**src/rtl/mips_fetch_unit.sv**
```systemverilog
// Instruction fetch sequencer: holds the PC, fetches words over a req/ready handshake,
// presents each instruction to Control and resolves the next PC from branch/jump decisions.
module mips_fetch_unit #(
    parameter int unsigned      ADDR_W   = 32,
    parameter logic [ADDR_W-1:0] RESET_PC = '0,
    parameter logic [5:0]       HALT_OP  = 6'b111111
) (
    input  logic              clk,
    input  logic              rst_n,
    input  logic              run,
    output logic              imem_req,
    output logic [ADDR_W-1:0] imem_addr,
    input  logic              imem_ready,
    input  logic [31:0]       imem_rdata,
    output logic [31:0]       instr,
    output logic [5:0]        opcode,
    output logic              instr_valid,
    input  logic              instr_accept,
    input  logic              Branch,
    input  logic              jump,
    input  logic              zero,
    output logic [ADDR_W-1:0] pc,
    output logic              halted
);

    localparam logic [1:0] S_IDLE  = 2'd0;
    localparam logic [1:0] S_FETCH = 2'd1;
    localparam logic [1:0] S_ISSUE = 2'd2;
    localparam logic [1:0] S_HALT  = 2'd3;

    logic [1:0]        r_state;
    logic [1:0]        w_state_nxt;
    logic [ADDR_W-1:0] r_pc;
    logic [31:0]       r_instr;
    logic              r_valid;
    logic              r_req;
    logic              r_halted;

    logic [ADDR_W-1:0] w_pc4;
    logic [ADDR_W-1:0] w_br_off;
    logic [ADDR_W-1:0] w_jump_tgt;
    logic [ADDR_W-1:0] w_pc_nxt;
    logic              w_is_halt;
    logic              w_fetch_done;
    logic              w_retire;

    assign w_is_halt    = (r_instr[31:26] == HALT_OP);
    assign w_fetch_done = (r_state == S_FETCH) && imem_ready;
    assign w_retire     = (r_state == S_ISSUE) && instr_accept;

    // State register
    always_ff @(posedge clk or negedge rst_n) begin
        if (!rst_n) begin
            r_state <= S_IDLE;
        end else begin
            r_state <= w_state_nxt;
        end
    end

    // Next-state logic
    always_comb begin
        w_state_nxt = r_state;
        case (r_state)
            S_IDLE:  if (run)          w_state_nxt = S_FETCH;
            S_FETCH: if (imem_ready)   w_state_nxt = S_ISSUE;
            S_ISSUE: if (instr_accept) w_state_nxt = w_is_halt ? S_HALT : S_FETCH;
            S_HALT:  w_state_nxt = S_HALT;
            default: w_state_nxt = S_IDLE;
        endcase
    end

    // Next-PC selection; jump outranks a taken branch, all arithmetic wraps
    always_comb begin
        w_pc4      = r_pc + ADDR_W'(4);
        w_br_off   = ADDR_W'($signed({r_instr[15:0], 2'b00}));
        w_jump_tgt = {w_pc4[ADDR_W-1:28], r_instr[25:0], 2'b00};
        w_pc_nxt   = w_pc4;
        if (jump) begin
            w_pc_nxt = w_jump_tgt;
        end else if (Branch && zero) begin
            w_pc_nxt = w_pc4 + w_br_off;
        end
    end

    // Datapath and registered outputs
    always_ff @(posedge clk or negedge rst_n) begin
        if (!rst_n) begin
            r_pc     <= RESET_PC;
            r_instr  <= '0;
            r_valid  <= 1'b0;
            r_req    <= 1'b0;
            r_halted <= 1'b0;
        end else begin
            r_req    <= (w_state_nxt == S_FETCH);
            r_halted <= (w_state_nxt == S_HALT);
            if (w_fetch_done) begin
                r_instr <= imem_rdata;
                r_valid <= 1'b1;
            end
            if (w_retire) begin
                r_valid <= 1'b0;
                if (!w_is_halt) begin
                    r_pc <= w_pc_nxt;
                end
            end
        end
    end

    assign imem_req    = r_req;
    assign imem_addr   = r_pc;
    assign pc          = r_pc;
    assign instr       = r_instr;
    assign opcode      = r_instr[31:26];
    assign instr_valid = r_valid;
    assign halted      = r_halted;

endmodule

```
**config.mk**
```make
export PLATFORM = sky130hd
export DESIGN_NAME = mips_fetch_unit
export DESIGN_NICKNAME = d
export VERILOG_FILES = /design/src/rtl/mips_fetch_unit.sv
export SDC_FILE = /design/constraint.sdc
export NUM_CORES = 1
export LEC_CHECK = 0
export BUFFER_PORTS_ARGS = -buffer_cell sky130_fd_sc_hd__buf_2
export CORE_MARGIN = 2
export CORE_UTILIZATION = 25
export CTS_CLUSTER_DIAMETER = 120
export DETAILED_ROUTE_END_ITERATION = 12
export HOLD_SLACK_MARGIN = 0.1
export PLACE_DENSITY = 0.44
export SLEW_MARGIN = 20
export SYNTH_ARGS = -nofsm -noshare
export SYNTH_HDL_FRONTEND = slang
export SYNTH_SLANG_ARGS = --single-unit
```
**constraint.sdc**
```tcl
create_clock -name clk -period 4.76 [get_ports clk]
set_input_delay 0.952 -clock clk [delete_from_list [all_inputs] [get_ports clk]]
set_output_delay 0.952 -clock clk [all_outputs]
set_load 0.05 [all_outputs]
```
Yosys cells after proc, flatten, opt, wreduce, memory -nomap -nowiden

Index checks and enable logic that the tools add are counted.
Widths: inputs -> output; s select.

Bits in registers: 69
Input bits: 40
Output and inout bits: 105
Word-level logic and storage cells: 30

Add/subtract/negate cells: 2
Equality and inequality tests: 6
Muxes and demuxes: 9
Bitwise gates (word level): 1
Reduce and logical (&&, ||, !) cells: 6

Operators with widths:

| operator              | number |
|---|---|
| $mux 32               | 2 |
| $add 32x3->32 const B | 1 |
| $add 32x32->32        | 1 |
| $mux 2                | 4 |
| $pmux 2 s4            | 1 |
| $eq 2x2->1 const B    | 3 |
| $eq 6x6->1 const B    | 1 |
| $eq 2x1->1 const B    | 2 |
| $logic_and 1x1->1     | 3 |
| $logic_not 2->1       | 1 |
| $mux 1                | 2 |
| $reduce_and 2->1      | 1 |
| $reduce_bool 2->1     | 1 |
| $not 1->1             | 1 |

Longest topological paths before layout

Word-level depth: 5
Gate-level depth with buffers: 17
Mapped depth without buffers: 16

Worst setup path before layout

No wires, ideal clock.

Path type: register -> register
Start point: reg r_pc[4] (netlist: imem_addr[4])
End point: reg r_pc[22] (netlist: imem_addr[22])
Library setup time: 0.126 ns
Arrival time: 3.615 ns
Required time: 4.634 ns
Slack: 1.019 ns
Cell stages (with the launch flop): 17
Buffers on the path: 2
Period minus slack after synthesis: 3.741 ns
Cell sequence: dfrtp_1 > clkbuf_1 > nand4_1 > nor3_2 > nand4_1 > xnor2_1 > ha_1 > clkbuf_1 > a21o_1 > a21o_1 > a21oi_1 > o21ai_0 > o211a_1 > o21bai_1 > xor2_1 > o21ai_1 > a221o_1

Longest elaborated chain between the ends: 4

RTL lines:

| what                     | line | text |
|---|---|---|
| start: declaration       | 33   | `logic [ADDR_W-1:0] r_pc;` |
| start signal: assignment | 103  | `r_pc <= w_pc_nxt;` |
| $add 32x3->32 *          | 74   | `w_pc4 = r_pc + ADDR_W'(4);` |
| $add 32x32->32           | 81   | `w_pc_nxt = w_pc4 + w_br_off;` |
| $mux 32 *                | 80   | `end else if (Branch && zero) begin` |
| $mux 32 *                | 78   | `if (jump) begin` |

Mark *: on every way between the ends. The rest lies on a longest branch, timed or not.
A chain may end at the register's enable or synchronous reset.

Worst setup path in the final report

Start point: reg r_pc[8] (netlist: imem_addr[8])
End point: reg r_pc[30] (netlist: imem_addr[30])

Longest elaborated chain between the ends: 4

RTL lines:

| what            | line |
|---|---|
| $add 32x3->32 * | 74 |
| $add 32x32->32  | 81 |
| $mux 32         | 80 |
| $mux 32 *       | 78 |

Marked as above.

==> impl_metrics.ini <==
[status]
status = complete, no violations

[sta]
finalCriticalPeriod_ps = 3930
post-route-period-util_pct = 82.7
clock_skew_ps = 7.34
worst_pin_slew_ps = 914
hold_violations = 0
setup_viol = 0
layout_setup_ws_ps = 825
fmaxAchievable_mhz = 254
rsz0062_at_grt = no
fin_setup_tns_ps = 0
final_max_slew_viol_count = 0
slew_headroom_pct = 39.0

[die]
die_area_um2 = 23500
placeableCoreArea_um2 = 21900
fp.dieH_um = 153
fp-row-count = 54
die_x_um = 153
initial_core_util_pct = 25.5
pin_count = 145

[min_path]
hp-class = flop to flop
hold_depth = 1
hold_path_startpoint = instr[20]$_DFFE_PN0P_
min_to = instr[20]$_DFFE_PN0P_

[cts]
cts.htree.levels = 3
cts_tree = built
post_cts_buffers = 0
cts_hold_buf = 0
insertion_delay_ps = 340
clk_pin_slew_ps = 60
cts-root-buf = clkbuf_16
ctsLongestPathBuffers = 2
cts_buffers = 9
cts_sinks = 67
ctsResizeCount = 0

[setup_path]
rr_worst_depth = 14
crit_top_cell = o21ai_0
reg2reg_setup_slack_ps = 830
crit_family = compound AO/OA/AOI/OAI gates
regToRegStartpoint = imem_addr[8]$_DFFE_PN0P_
crit_chain = nand4_1 -> nor3_2 -> nand4_1 -> xnor2_1 -> ha_1 -> a21o_1 -> a21o_1 -> a21oi_1 -> o21ai_0 -> o211a_1 -> o21ai_0 -> o21ai_0 -> xnor2_1 -> o21ai_0
cp_max_fo = 8
start_kind = flop
crit_required_ps = 5010
critPathMaxStageDelay_ps = 530
r2r_end = imem_addr[30]$_DFFE_PN0P_
slowest_stage = nor3_2
path_buf_inv = 0
end_kind = flop
crit_arrival_ps = 4180
crit_type = flop to flop

[routing]
drtAntennaViolNets = 0
wl_mm = 17.3
remaining_drc_errors = 0
avgViaCountPerCell = 4.82
drtIter0Drc = 247
dr.pass1.iters = 5
wire_per_inst_um = 17.0
vias = 4921

[grt]
grt_pass1_vias = 4882
grt_antenna_before_repair = 0
grt_max_degree = 68
grt_use_total_pct = 14.9
grt_remaining_overflow = 0
grt_pass1_wl_mm = 27.7

[place]
portBuffers = 140
dpl.hpwl_mm = 12.9
pre_cts_ws_ps = 832
gp_congestion = 0.829

[synth]
synth_ff_type = dfrtp_1
yosys-top-cells-count = dfrtp_1, nand2_1, a21oi_1
syn-mean-instance-area_um2 = 8.67
synth_top_area_cell = dfrtp_1
synth.area.top_cells = dfrtp_1, ha_1, mux2_2, buf_4, xnor2_1
ys_ff_latch = 67
synth.distinct_cells = 63
syn_inst = 644
synthesis.area_um2 = 5580
yosysMostFrequentCell = dfrtp_1
seq_area_frac_synth_pct = 30.0
yosysTopAreaCellShare_pct = 30.0
synthArstFlopShare_pct = 100
synth_edf_count = 0
ys_warn_count = 0

[finish]
diodes = 0
layout-drive-gt1-share_pct = 27.5
final-seq-area_um2 = 1680
fillers = 2379
syn_to_final_growth_pct = 17.5
multi_input_area_um2 = 3420
nets = 815

[job]
drv_cap = 0
[registers in the layout, indices dropped and copies added, names as in the netlist]
name and flops:
halted 1, instr 32, imem_addr 30, imem_req 1
r_state 2, instr_valid 1
[worst max path at each step]
stage,endpoint,from,slack (ps),cells past startpoint
2_1_floorplan,imem_addr[22]$_DFFE_PN0P_,imem_addr[4]$_DFFE_PN0P_,1020,16
3_3_place_gp,imem_addr[30]$_DFFE_PN0P_,imem_addr[8]$_DFFE_PN0P_,870,14
3_5_place_dp,imem_addr[30]$_DFFE_PN0P_,imem_addr[8]$_DFFE_PN0P_,830,14
4_1_cts,imem_addr[30]$_DFFE_PN0P_,imem_addr[8]$_DFFE_PN0P_,800,14
5_1_grt,imem_addr[30]$_DFFE_PN0P_,imem_addr[8]$_DFFE_PN0P_,440,14
6_report,imem_addr[30]$_DFFE_PN0P_,imem_addr[8]$_DFFE_PN0P_,830,14
[worst reg2reg max path, cell delays in order, from the launching register on]
cell	delay, ps
dfrtp_1	500
nand4_1	240
nor3_2	530
nand4_1	180
xnor2_1	170
ha_1	400
a21o_1	220
a21o_1	170
a21oi_1	120
o21ai_0	150
o211a_1	290
o21ai_0	320
o21ai_0	200
xnor2_1	160
o21ai_0	200
[cell usage in the layout (no fill, tap or decap), types with 12 or more instances in the layout]
master,count
buf_2,139
dfrtp_1,67
nand2_1,66
a21oi_1,44
o21ai_0,39
nor2_1,38
ha_1,37
mux2_2,32
xnor2_1,29
nand4_1,22
a21o_1,22
nand3_1,20
xor2_1,20
inv_1,12
[through the flow]
| stage | hold slack [ps] | util (%) | cells | area (um2) |
|---|---|---|---|---|
| floorplan | 506 | - | 647 | 5600 |
| global placement | 530 | 28.6 | 1006 | 6260 |
| detailed placement | 532 | 28.6 | 1006 | 6260 |
| CTS | 545 | 30.0 | 1021 | 6560 |
| global route | 568 | 30.0 | 1021 | 6560 |
| finish | 531 | 30.0 | 1021 | 6560 |
[kinds of logic after synthesis]
logic type                 Yosys count  synth area share (%)
buffers and inverters               82                  8.92
and+or+nand+nor                    197                  17.4
xor gates and xnor gates            49                  7.69
adders and majority gates           38                  8.65
other                                1                0.0672
AOI/OAI and AO/OA                  177                  20.6
DFF                                 67                  30.0
muxes                               33                  6.72
[metal layers]
layer | track usage [%] | share of wire, % | vias to the layer above
met5 | 0 | 0 | -
met4 | 3.67 | 0.99 | 0
met3 | 2.58 | 4.6 | 12
met2 | 23.8 | 46 | 123
met1 | 20.9 | 49 | 2310
li1 | - | - | 2476
[area by class of cell]
cell class                      instances  share of cell area (%)
Inverter                               12                   0.687
Sequential cell                        67                    25.6
Clock buffer                           13                    3.97
Multi-Input combinational cell        498                    52.2
Clock inverter                          2                   0.534
Tap cell                              280                    5.34
Timing Repair Buffer                  149                    11.8
Power is left out: the tool's default activity adds up to more than one toggle a clock period on the data nets, which glitch-free logic cannot reach.
